[src/rtl/timer_cmd_pkg.sv]
// Shared types and constants for the serial command initiator that drives
// the advanced_timer_simple input side.
package timer_cmd_pkg;

    typedef enum logic [1:0] {
        IDLE      = 2'd0,
        SEND      = 2'd1,
        WAIT_DONE = 2'd2,
        ACK       = 2'd3
    } cmd_state_t;

    localparam int PATTERN_W       = 4;
    localparam int DELAY_W         = 4;
    localparam int CMD_BITS        = 8;
    localparam int CYCLES_PER_UNIT = 1000;

    localparam logic [PATTERN_W-1:0] PATTERN_DEFAULT = 4'b1101;

    // Command word as it goes on the wire: pattern first, then delay, MSB first.
    function automatic logic [CMD_BITS-1:0] build_cmd(
        input logic [PATTERN_W-1:0] pattern,
        input logic [DELAY_W-1:0]   dly
    );
        build_cmd = {pattern, dly};
    endfunction

endpackage

[src/rtl/piso_shift8.sv]
// 8-bit parallel-load, MSB-first shift register with a bits-remaining counter;
// done is high while the final bit is the one on the line.
module piso_shift8
    import timer_cmd_pkg::*;
(
    input  logic                clk,
    input  logic                reset,
    input  logic                load,
    input  logic                shift,
    input  logic [CMD_BITS-1:0] din,
    output logic                next_bit,
    output logic                done
);

    localparam int              CNT_W    = $clog2(CMD_BITS);
    localparam logic [CNT_W-1:0] CNT_LAST = CNT_W'(CMD_BITS - 1);
    localparam logic [CNT_W-1:0] CNT_ONE  = {{(CNT_W-1){1'b0}}, 1'b1};
    localparam logic [CNT_W-1:0] CNT_ZERO = {CNT_W{1'b0}};

    logic [CMD_BITS-1:0] sh_r;
    logic [CNT_W-1:0]    cnt_r;

    // Shift register and remaining-bit counter.
    always_ff @(posedge clk) begin
        if (reset) begin
            sh_r  <= {CMD_BITS{1'b0}};
            cnt_r <= CNT_ZERO;
        end else if (load) begin
            sh_r  <= din;
            cnt_r <= CNT_LAST;
        end else if (shift) begin
            sh_r  <= {sh_r[CMD_BITS-2:0], 1'b0};
            cnt_r <= (cnt_r == CNT_ZERO) ? CNT_ZERO : (cnt_r - CNT_ONE);
        end else begin
            sh_r  <= sh_r;
            cnt_r <= cnt_r;
        end
    end

    // The bit that becomes the MSB after the next shift, so the top can register it.
    assign next_bit = sh_r[CMD_BITS-2];
    assign done     = (cnt_r == CNT_ZERO);

endmodule

[src/rtl/timer_cmd_sender.sv]
// Command initiator for advanced_timer_simple: sends pattern + delay serially,
// waits for done, acknowledges it and reports wait length or timeout.
module timer_cmd_sender
    import timer_cmd_pkg::*;
#(
    parameter logic [PATTERN_W-1:0] PATTERN        = PATTERN_DEFAULT,
    parameter int                   TIMEOUT_CYCLES = 20000,
    parameter int                   WCNT_W         = 16
) (
    input  logic               clk,
    input  logic               reset,
    input  logic               start,
    input  logic [DELAY_W-1:0] delay,
    output logic               ready,
    output logic               data,
    input  logic               done_in,
    output logic               ack,
    output logic               complete,
    output logic               timeout_err,
    output logic [WCNT_W-1:0]  wait_cycles
);

    localparam logic [WCNT_W-1:0] WCNT_ZERO = {WCNT_W{1'b0}};
    localparam logic [WCNT_W-1:0] WCNT_ONE  = {{(WCNT_W-1){1'b0}}, 1'b1};
    localparam logic [WCNT_W-1:0] WCNT_MAX  = {WCNT_W{1'b1}};
    localparam logic [WCNT_W-1:0] TMO_LAST  = WCNT_W'(TIMEOUT_CYCLES - 1);
    localparam logic [WCNT_W-1:0] TMO_VAL   = WCNT_W'(TIMEOUT_CYCLES);

    cmd_state_t          state_r, state_s;
    logic                data_r, data_s;
    logic                ack_r, ack_s;
    logic                complete_r, complete_s;
    logic                tmo_r, tmo_s;
    logic                ready_r, ready_s;
    logic [WCNT_W-1:0]   wcnt_r, wcnt_s;
    logic [WCNT_W-1:0]   wcyc_r, wcyc_s;
    logic [CMD_BITS-1:0] cmd_s;
    logic                load_s, shift_s;
    logic                piso_next_s, piso_done_s;

    assign cmd_s = build_cmd(PATTERN, delay);

    piso_shift8 u_piso (
        .clk      (clk),
        .reset    (reset),
        .load     (load_s),
        .shift    (shift_s),
        .din      (cmd_s),
        .next_bit (piso_next_s),
        .done     (piso_done_s)
    );

    // Next-state and next-output decode; data is precomputed so it leaves a flop.
    always_comb begin
        state_s    = state_r;
        data_s     = 1'b0;
        ack_s      = 1'b0;
        complete_s = 1'b0;
        tmo_s      = tmo_r;
        wcnt_s     = wcnt_r;
        wcyc_s     = wcyc_r;
        load_s     = 1'b0;
        shift_s    = 1'b0;
        case (state_r)
            IDLE: begin
                if (start) begin
                    load_s  = 1'b1;
                    data_s  = cmd_s[CMD_BITS-1];
                    tmo_s   = 1'b0;
                    state_s = SEND;
                end else begin
                    state_s = IDLE;
                end
            end
            SEND: begin
                shift_s = 1'b1;
                if (piso_done_s) begin
                    wcnt_s  = WCNT_ZERO;
                    state_s = WAIT_DONE;
                end else begin
                    data_s  = piso_next_s;
                end
            end
            WAIT_DONE: begin
                wcnt_s = (wcnt_r == WCNT_MAX) ? WCNT_MAX : (wcnt_r + WCNT_ONE);
                // done_in takes priority over a coincident timeout.
                if (done_in) begin
                    ack_s      = 1'b1;
                    complete_s = 1'b1;
                    wcyc_s     = wcnt_r;
                    state_s    = ACK;
                end else if (wcnt_r == TMO_LAST) begin
                    tmo_s   = 1'b1;
                    wcyc_s  = TMO_VAL;
                    state_s = IDLE;
                end else begin
                    state_s = WAIT_DONE;
                end
            end
            ACK: begin
                state_s = IDLE;
            end
            default: begin
                state_s = IDLE;
            end
        endcase
        ready_s = (state_s == IDLE);
    end

    // State and output registers.
    always_ff @(posedge clk) begin
        if (reset) begin
            state_r    <= IDLE;
            data_r     <= 1'b0;
            ack_r      <= 1'b0;
            complete_r <= 1'b0;
            tmo_r      <= 1'b0;
            ready_r    <= 1'b1;
            wcnt_r     <= WCNT_ZERO;
            wcyc_r     <= WCNT_ZERO;
        end else begin
            state_r    <= state_s;
            data_r     <= data_s;
            ack_r      <= ack_s;
            complete_r <= complete_s;
            tmo_r      <= tmo_s;
            ready_r    <= ready_s;
            wcnt_r     <= wcnt_s;
            wcyc_r     <= wcyc_s;
        end
    end

    assign ready       = ready_r;
    assign data        = data_r;
    assign ack         = ack_r;
    assign complete    = complete_r;
    assign timeout_err = tmo_r;
    assign wait_cycles = wcyc_r;

endmodule
[config.mk]
export PLATFORM = sky130hd
export DESIGN_NAME = timer_cmd_sender
export DESIGN_NICKNAME = d
export VERILOG_FILES = /design/src/rtl/timer_cmd_pkg.sv /design/src/rtl/piso_shift8.sv /design/src/rtl/timer_cmd_sender.sv
export SDC_FILE = /design/constraint.sdc
export NUM_CORES = 1
export LEC_CHECK = 0
export BUFFER_PORTS_ARGS = -buffer_cell sky130_fd_sc_hd__buf_2
export CAP_MARGIN = 30
export CORE_ASPECT_RATIO = 1.75
export CORE_MARGIN = 2
export CORE_UTILIZATION = 60
export CTS_CLUSTER_DIAMETER = 50
export DETAILED_ROUTE_END_ITERATION = 10
export PLACE_DENSITY_LB_ADDON = 0.15
export SLEW_MARGIN = 25
export SYNTH_ARGS = -nofsm -noshare
export SYNTH_HDL_FRONTEND = slang
export SYNTH_SLANG_ARGS = --single-unit
[constraint.sdc]
create_clock -name clk -period 3.9 [get_ports clk]
set_clock_uncertainty 0.2 [all_clocks]
set_input_delay 0.78 -clock clk [delete_from_list [all_inputs] [get_ports clk]]
set_output_delay 0.78 -clock clk [all_outputs]
set_load 0.01 [all_outputs]
=== Word-level counts from Yosys, hierarchy flattened ===
Index checks and enable logic that the tools add are counted.

* Memories: 0
* Bits in writable memories: 0
* Output and inout bits: 21
* Input port bits: 8
* Word-level logic and storage cells: 59
* Flip-flop bits (word level): 48
* Bits in read-only memories: 0
* Bits in latches: 0

* Equal/unequal tests: 9
* Add/sub/neg operators: 2
* $lt $le $gt $ge: 0
* Multiply operators: 0
* Reduce and logical (&&, ||, !) cells: 12
* Bitwise gates (word level): 1
* Shift-type cells: 0
* Mux-type cells: 25
* Div/mod/pow operators: 0

{| class="wikitable"
|+ Operators with widths
! operator !! number
|-
| $mux 16 || 4
|-
| $pmux 16 s2 || 1
|-
| $add 16x1->16 const B || 1
|-
| $eq 16x15->1 const B || 1
|-
| $eq 16x16->1 const B || 1
|-
| $mux 7 || 2
|-
| $mux 1 || 9
|-
| $mux 3 || 3
|-
| $ne 2x2->1 const B || 4
|-
| $pmux 2 s4 || 1
|-
| $reduce_bool 2->1 || 4
|-
| $mux 2 || 3
|-
| $eq 2x2->1 const B || 2
|-
| $logic_not 2->1 || 2
|-
| $pmux 1 s2 || 2
|-
| $reduce_and 2->1 || 2
|-
| $reduce_and 4->1 || 1
|-
| $reduce_or 2->1 || 2
|-
| $logic_not 3->1 || 1
|-
| $sub 3x1->3 const B || 1
|-
| $eq 2x1->1 const B || 1
|-
| $not 1->1 || 1
|}

=== Logic depth before layout (Yosys ltp) ===
Gate-level depths: netlist (run 1).

* Depth after elaboration: 5
* Depth in mapped cells: 7
* Mapped depth without buffers: 5

=== Cells and area by module ===
From an unflattened synthesis (run 1), not the netlist that was laid out.

* Cells, all modules: 241
* Area total of the unflattened synthesis: 2279.7 sq um

{| class="wikitable"
|+ Modules (own cells, without submodules)
! module !! area an instance (sq um) !! seq. area each (sq um) !! times used !! cells an instance
|-
| timer_cmd_sender || 1773.0 || 760.7 || 1 || 191
|-
| piso_shift8 || 506.7 || 200.2 || 1 || 50
|}

=== Least setup slack after synthesis (run 1) ===
OpenSTA, ideal clock, no wires.

* Path kind: in2reg
* Start: input port reset
* End: register wcnt_r[11]
* Data required time: 3.621 ns
* Arrival: 1.783 ns
* Setup slack: 1.838 ns
* Path buffers: 1
* Stages: 4
* Library setup time: 0.079 ns
* Path through: clkbuf_1 or3b_1 or3_1 o211ai_1

{| class="wikitable"
|+ RTL lines
! item !! RTL line !! text
|-
| from (decl) || timer_cmd_sender.sv:11 || <nowiki>input logic reset,</nowiki>
|-
| to (signal assigned) || timer_cmd_sender.sv:128 || <nowiki>wcnt_r <= wcnt_s;</nowiki>
|-
| to (decl) || timer_cmd_sender.sv:35 || <nowiki>logic [WCNT_W-1:0] wcnt_r, wcnt_s;</nowiki>
|}

=== Worst setup path after layout (run 1) ===
* Start: register wcnt_r[0]
* End: register wcyc_r[11] (netlist: wait_cycles[11])

* Word-level cells in the longest chain between the ends: 3

{| class="wikitable"
|+ RTL lines
! item !! RTL line !! text
|-
| $eq 16x15->1 || timer_cmd_sender.sv:92 || <nowiki>end else if (wcnt_r == TMO_LAST) begin</nowiki>
|-
| $reduce_bool 2->1 (no source line) || -- ||
|-
| $reduce_and 2->1 (no source line) || -- ||
|-
| to (signal assigned) || timer_cmd_sender.sv:129 || <nowiki>wcyc_r <= wcyc_s;</nowiki>
|-
| to (decl) || timer_cmd_sender.sv:36 || <nowiki>logic [WCNT_W-1:0] wcyc_r, wcyc_s;</nowiki>
|}

Every way passes these cells.
A chain may end at the register's enable or synchronous reset.

==> results of run 1 <==
==> area by class of cell <==
| class | instances | area, um2 |
|---|---|---|
| clock buffers | 6 | 72.6 |
| clock inverters | 1 | 5.00 |
| fillers | 314 | 1180 |
| inverters | 9 | 33.8 |
| multi-input cells | 181 | 1130 |
| flip-flops and latches | 48 | 961 |
| well taps | 46 | 57.6 |
| repair buffers | 30 | 155 |
==> critical path: cells and delay by family (launching register included) <==
family	cells	cell delay [ns]
and+or+nand+nor	2	0.75
adders and majority gates	1	0.22
DFF	1	0.44
AOI/OAI and AO/OA	2	0.67
==> final timing paths <==
| check | to | slack (ns) | cells past startpoint | start |
|---|---|---|---|---|
| worst max register to register | wait_cycles[11] | 1.53 | 5 | wcnt_r[0] |
| worst min-delay path | u_piso.sh_r[2] | 0.26 | 2 | u_piso.sh_r[2] |
| worst min register to register | u_piso.sh_r[2] | 0.26 | 2 | u_piso.sh_r[2] |
| worst max-delay path | wait_cycles[11] | 1.53 | 5 | wcnt_r[0] |
==> state kept, by name, summed over array words and instances (netlist names) <==
register	cells
timeout_err	1
wait_cycles	16
state_r	2
u_piso.sh_r	7
wcnt_r	16
u_piso.cnt_r	3
ready	1
data	1
complete	1
==> cells by family (layout without fill, tap and decap cells) <==
kind of cell	count (synthesis)	in the layout	synth area share (%)
AND/OR/NAND/NOR	100	100	25.8
AO/OA/AOI/OAI	76	76	21.9
flip-flops	48	48	42.8
buffers and inverters	30	46	7.08
multiplexers	4	4	1.90
adder cells (fa/ha/maj)	1	1	0.557
==> metal layers <==
layer / GRT usage [%] / up-vias
li1: - / 986
met2: 42.3 / 57
met3: 5.46 / 13
met1: 29.9 / 926
met5: 0 / -
met4: 12.6 / 0
==> power breakdown <==
part	switching, mW	internal [mW]	total, mW	leakage [nW]
registers	0.0202	0.511	0.531	0.390
logic	0.0755	0.0396	0.115	0.468
clock network	0.157	0.122	0.279	0.0410
total	0.253	0.673	0.926	0.899
==> cell usage in the layout, fill, tap and decap left out, types with 3 or more instances in the layout <==
cell type,netlist,final
and4_1,4,4
or3_1,4,4
o21ai_0,13,13
a21oi_1,23,23
nand3_1,24,24
o211ai_1,5,5
nor2_1,12,12
buf_2,6,28
nand2_1,21,21
nor3_1,6,6
dfxtp_1,48,48
clkbuf_8,0,5
a211oi_1,6,6
nand4_1,9,9
and3_1,4,4
and2_1,3,3
a22oi_1,3,3
a31oi_1,7,7
inv_1,9,9
o31ai_1,4,4
==> qor.json, run 1 <==
{
  "design.die.area": {"value": 4270, "unit": "um2"},
  "vias_in_the_first_global_route": {"value": 1833},
  "crit_required": {"value": 3.90, "unit": "ns"},
  "async_reset_ff_share": {"value": 0, "unit": "%"},
  "worst-setup-path-type": {"value": "reg -> reg"},
  "globalRoute.totalOverflow": {"value": 0},
  "max_slew_margin": {"value": 45.7, "unit": "%"},
  "layout.core_utilization": {"value": 67.2, "unit": "%"},
  "drive_gt1_share": {"value": 17.8, "unit": "%"},
  "fin_worst_hold_slack": {"value": 0.258, "unit": "ns"},
  "grt_usage": {"value": 25.3, "unit": "%"},
  "clock_sink_count": {"value": 48},
  "min_period": {"value": 2.37, "unit": "ns"},
  "critical_path.slowest_cell": {"value": "and3_1"},
  "detail_route.wirelength": {"value": 5020, "unit": "um"},
  "port_bufs": {"value": 28},
  "yosysTopAreaCellShare": {"value": 42.8, "unit": "%"},
  "synth_most_common_cell": {"value": "dfxtp_1"},
  "critPathMaxStageDelay": {"value": 0.46, "unit": "ns"},
  "holdBufCountCts": {"value": 0},
  "die_height": {"value": 84.9, "unit": "um"},
  "worstSetupEndpointType": {"value": "register"},
  "critical_path.max_fanout": {"value": 12},
  "area_inside_the_core_boundary": {"value": 3590, "unit": "um2"},
  "worst_max_slew_pin_slew": {"value": 0.811, "unit": "ns"},
  "yosysWarningCount": {"value": 0},
  "synth_edf_count": {"value": 0},
  "cts.htree.levels": {"value": 2},
  "drc": {"value": 0},
  "cts_made_buffers": {"value": 5},
  "syn_nets": {"value": 268},
  "routed.top_layer": {"value": "met4"},
  "critical_path.cell_chain": {"value": "ha_1 -> and3_1 -> a41oi_2 -> nand2b_4 -> a211oi_1"},
  "synth.lib_cells_used.distinct": {"value": 48},
  "dpl.cell_count": {"value": 314},
  "clk-insertion-delay-late": {"value": 0.30, "unit": "ns"},
  "pwr_density_cell": {"value": 384, "unit": "nW/um2"},
  "clk_path_buf_depth": {"value": 2},
  "root_buffer": {"value": "clkbuf_8"},
  "fmax": {"value": 421, "unit": "MHz"},
  "drt.antenna.violating_nets": {"value": 0},
  "status": {"value": "complete, no violations"},
  "wire_length_of_the_first_global_routing_pass": {"value": 8430, "unit": "um"},
  "syn_area": {"value": 2240, "unit": "um2"},
  "place.gp.congestion": {"value": 0.869},
  "place.detailed.hpwl": {"value": 3430, "unit": "um"},
  "fin_cells": {"value": 321},
  "syn_inst": {"value": 259},
  "total_leakage_power": {"value": 0.899, "unit": "nW"},
  "setup_repair_after_global_routing_missed_its_margin": {"value": "false"},
  "postLayoutCellArea": {"value": 2410, "unit": "um2"},
  "synth_commonest_cells": {"value": "48 x dfxtp_1, 24 x nand3_1, 23 x a21oi_1, 21 x nand2_1, 13 x o21ai_0"},
  "max_cap_violations": {"value": 0},
  "power.total": {"value": 0.926, "unit": "mW"},
  "placedInstanceArea": {"value": 2330, "unit": "um2"},
  "synthesized_area_divided_by_synthesized_cell_count": {"value": 8.67, "unit": "um2"},
  "die_width": {"value": 50.2, "unit": "um"},
  "insertedDiodeCount": {"value": 0},
  "initial_antenna_violation_count": {"value": 0},
  "num_vias": {"value": 1982},
  "met3_wirelength": {"value": 206, "unit": "um"},
  "layout_worst_path_cycle_share": {"value": 60.8, "unit": "%"},
  "peakVddDrop": {"value": 0.325, "unit": "mV"},
  "wl_met1": {"value": 2070, "unit": "um"},
  "timing.final.hold_violations": {"value": 0},
  "drt_pass1_iterations": {"value": 4},
  "report.final.slew_viol_count": {"value": 0},
  "synth_area_leaders": {"value": "dfxtp_1 43%, nand3_1 5.4%, a21oi_1 5.1%, nand2_1 3.5%, o21ai_0 2.9%"},
  "setup_viol": {"value": 0},
  "placement.setup.worst_slack": {"value": 1.39, "unit": "ns"},
  "cts_tree": {"value": "yes"},
  "ys_seq_area_share": {"value": 42.8, "unit": "%"},
  "dominant_register_cell_in_the_synthesized_netlist": {"value": "dfxtp_1"},
  "num-nets-final": {"value": 284},
  "detail_route.vias_per_cell": {"value": 6.17},
  "post_cts_resized": {"value": 0},
  "std_cell_rows": {"value": 29},
  "worstHoldPathType": {"value": "reg -> reg"},
  "average_wire_length_per_cell_after_detail_routing": {"value": 15.6, "unit": "um"},
  "postCtsSetupRepairBufs": {"value": 0},
  "top_level_ports": {"value": 29},
  "starting_drc_count_in_detailed_routing": {"value": 75},
  "synth_area_leader_cell": {"value": "dfxtp_1"},
  "area_delta_synth_final": {"value": 7.47, "unit": "%"},
  "synth_seq_cells": {"value": 48},
  "critical_path_arrival": {"value": 2.38, "unit": "ns"},
  "initial_core_util": {"value": 62.5, "unit": "%"},
  "met2_wirelength": {"value": 2600, "unit": "um"},
  "start_kind": {"value": "register"},
  "clkSlewWorstSetupHoldPaths": {"value": 0.08, "unit": "ns"},
  "setup_slack": {"value": 1.53, "unit": "ns"},
  "setup-tns-final": {"value": 0, "unit": "ns"},
  "grt_max_degree": {"value": 45}
}
(Power assumes the default switching activity.)
==> run 2: changes to the inputs <==
Settings changed: ABC_AREA from default to 1, CORE_UTILIZATION 60 to 52.
Clock period 3.9 ns to 1.93 ns, I/O delays scaled along.
==> run 2 against run 1 <==
Register-to-register slack got worse by 1.4 ns; sequential power grew 94%; synthesized area rose by 6.5%; cell count up 37%; die area increased by 21%; via count up 15%; design area rose by 14%; global-route usage decreased by 2.3 points; utilization decreased by 4.8 points; critical path type unchanged; largest power group unchanged; highest routed layer unchanged.
==> qor.json, run 2 <==
{
  "status": {"value": "complete, no violations"},
  "critical_path.max_fanout": {"value": 6},
  "syn_nets": {"value": 358},
  "total_leakage_power": {"value": 1.22, "unit": "nW"},
  "place.detailed.hpwl": {"value": 4290, "unit": "um"},
  "port_bufs": {"value": 28},
  "report.final.slew_viol_count": {"value": 0},
  "setup_viol": {"value": 0},
  "rrSetupSlack": {"value": 0.17, "unit": "ns"},
  "fin_worst_hold_slack": {"value": 0.119, "unit": "ns"},
  "drive_gt1_share": {"value": 20.1, "unit": "%"},
  "detail_route.wirelength": {"value": 5670, "unit": "um"},
  "setup_repair_after_global_routing_missed_its_margin": {"value": "false"},
  "critical_path_arrival": {"value": 1.79, "unit": "ns"},
  "initial_core_util": {"value": 54.3, "unit": "%"},
  "synth_area_leaders": {"value": "dfxtp_1 40%, nand2_1 16%, inv_1 7.1%, nand3_1 6.7%, a21oi_1 5.4%"},
  "max_slew_margin": {"value": 74.1, "unit": "%"},
  "root_buffer": {"value": "clkbuf_8"},
  "cts_made_buffers": {"value": 5},
  "setup-tns-final": {"value": 0, "unit": "ns"},
  "max_cap_violations": {"value": 0},
  "worst-setup-path-type": {"value": "reg -> reg"},
  "synth_seq_cells": {"value": 48},
  "num_vias": {"value": 2281},
  "cts.htree.levels": {"value": 2},
  "peakVddDrop": {"value": 0.760, "unit": "mV"},
  "globalRoute.totalOverflow": {"value": 0},
  "holdBufCountCts": {"value": 0},
  "synth_edf_count": {"value": 0},
  "clkSlewWorstSetupHoldPaths": {"value": 0.09, "unit": "ns"},
  "place.gp.congestion": {"value": 0.996},
  "drt_pass1_iterations": {"value": 5},
  "top_library_cells_by_usage_in_the_layout_fill_and_taps_aside": {"value": "100 x nand2_1, 48 x dfxtp_1, 45 x inv_1"},
  "clock_sink_count": {"value": 48},
  "yosysTopAreaCellShare": {"value": 40.2, "unit": "%"},
  "initial_antenna_violation_count": {"value": 0},
  "worstHoldStart": {"value": "delay[0]"},
  "vias_in_the_first_global_route": {"value": 2195},
  "synth_most_common_cell": {"value": "nand2_1"},
  "ys_seq_area_share": {"value": 40.2, "unit": "%"},
  "clk-insertion-delay-late": {"value": 0.30, "unit": "ns"},
  "crit_required": {"value": 1.96, "unit": "ns"},
  "reg2regPathDepth": {"value": 9},
  "insertedDiodeCount": {"value": 0},
  "area_inside_the_core_boundary": {"value": 4400, "unit": "um2"},
  "average_wire_length_per_cell_after_detail_routing": {"value": 12.9, "unit": "um"},
  "yosysWarningCount": {"value": 0},
  "std_cell_rows": {"value": 32},
  "worstSetupEndpointType": {"value": "register"},
  "drt.antenna.violating_nets": {"value": 0},
  "drc": {"value": 0},
  "global_route.usage.met2": {"value": 45.6, "unit": "%"},
  "power.total": {"value": 1.89, "unit": "mW"},
  "start_kind": {"value": "register"},
  "worstReg2RegStart": {"value": "wcnt_r[0]"},
  "starting_drc_count_in_detailed_routing": {"value": 59},
  "num-nets-final": {"value": 397},
  "async_reset_ff_share": {"value": 0, "unit": "%"},
  "layout_worst_path_cycle_share": {"value": 91.2, "unit": "%"},
  "reg_to_reg_endpoint": {"value": "wcnt_r[10]"},
  "grt_max_degree": {"value": 18},
  "clk_path_buf_depth": {"value": 2},
  "die_height": {"value": 93.7, "unit": "um"},
  "die_width": {"value": 55.3, "unit": "um"},
  "timing.final.hold_violations": {"value": 0},
  "min_period": {"value": 1.76, "unit": "ns"},
  "whs_endpoint": {"value": "u_piso.sh_r[0]"},
  "synth.lib_cells_used.distinct": {"value": 30},
  "syn_area": {"value": 2390, "unit": "um2"},
  "timing.hold.worst_path_depth": {"value": 3},
  "worstHoldPathType": {"value": "in -> reg"},
  "worst_max_slew_pin_slew": {"value": 0.387, "unit": "ns"},
  "grt_util_met1": {"value": 24.2, "unit": "%"},
  "synthesized_area_divided_by_synthesized_cell_count": {"value": 6.85, "unit": "um2"},
  "fmax": {"value": 568, "unit": "MHz"},
  "synth_commonest_cells": {"value": "100 x nand2_1, 48 x dfxtp_1, 45 x inv_1, 32 x nand3_1, 29 x nor2_1"},
  "top_level_ports": {"value": 29},
  "synth_area_leader_cell": {"value": "dfxtp_1"},
  "design.die.area": {"value": 5180, "unit": "um2"},
  "mostFrequentLayoutCell": {"value": "nand2_1"},
  "area_delta_synth_final": {"value": 14.9, "unit": "%"},
  "busiest_layer": {"value": "met2"},
  "syn_inst": {"value": 349},
  "cts_tree": {"value": "yes"},
  "wire_length_of_the_first_global_routing_pass": {"value": 9670, "unit": "um"},
  "grt_usage": {"value": 23.0, "unit": "%"},
  "detail_route.vias_per_cell": {"value": 5.18},
  "met3_usage": {"value": 3.03, "unit": "%"},
  "dominant_register_cell_in_the_synthesized_netlist": {"value": "dfxtp_1"},
  "pwr_density_cell": {"value": 689, "unit": "nW/um2"}
}
==> run 2: layer usage <==
metal,routed length [um],vias to the layer above
met4,82,0
met3,182,10
met2,3130,43
li1,-,1186
met1,2270,1042
met5,0,-
==> run 2: worst max-delay path: stages (launching register included) <==
cell	delay (ns)
dfxtp_1	0.34
ha_1	0.24
nand3_4	0.15
inv_1	0.08
nand2_1	0.12
nor2_1	0.16
nand2_1	0.10
nand3_1	0.09
nand2_1	0.05
a21oi_1	0.16
==> run 2: worst max path at each step <==
stage / slack (ns) / cells past startpoint / end / start
2_1_floorplan: 0.30 / 7 / wait_cycles[1] / wcnt_r[0]
3_3_place_gp: 0.14 / 7 / wait_cycles[1] / done_in
3_5_place_dp: 0.08 / 6 / wait_cycles[0] / wcnt_r[0]
4_1_cts: 0.08 / 6 / wait_cycles[0] / wcnt_r[0]
5_1_grt: 0.003 / 9 / wcnt_r[10] / wcnt_r[0]
6_report: 0.17 / 9 / wcnt_r[10] / wcnt_r[0]
==> run 2: final cells by class <==
cell class                      count  area (um2)
Inverter                           50         188
Multi-Input combinational cell    243        1200
Fill cell                         437        1660
Tap cell                           51        63.8
Clock inverter                      2        35.0
Sequential cell                    48         961
Clock buffer                        6        72.6
Timing Repair Buffer               40         230
==> run 2: power breakdown <==
group	internal, mW	total, mW	switching [mW]	leakage, nW
Clock	0.385	0.716	0.331	0.0552
Combinational	0.0516	0.150	0.0980	0.777
Sequential	1.02	1.03	0.0140	0.389
Total	1.45	1.89	0.443	1.22
==> run 2: cells by family after synthesis <==
family	synth area share, %
adder cells (fa/ha/maj)	0.523
buffers and inverters	10.2
AO/OA/AOI/OAI	13.7
AND/OR/NAND/NOR	35.5
flip-flops	40.2
==> run 2: what timing repair did <==
action                     CTS  global route
buffers inserted             0             0
gates resized for setup      0             2
setup endpoints to repair    0            11
==> run 2: through the flow <==
| stage | instance area [um2] | util [%] | instances | setup slack (ns) |
|---|---|---|---|---|
| final | 2750 | 62.4 | 440 | 0.171 |
| after global routing | 2750 | 62.4 | 440 | 0.00294 |
| after CTS | 2740 | 62.2 | 440 | 0.0799 |
| after detailed placement | 2630 | 59.7 | 432 | 0.0764 |
| after global placement | 2630 | 59.7 | 432 | 0.142 |
| after floorplan | 2390 | - | 349 | 0.302 |
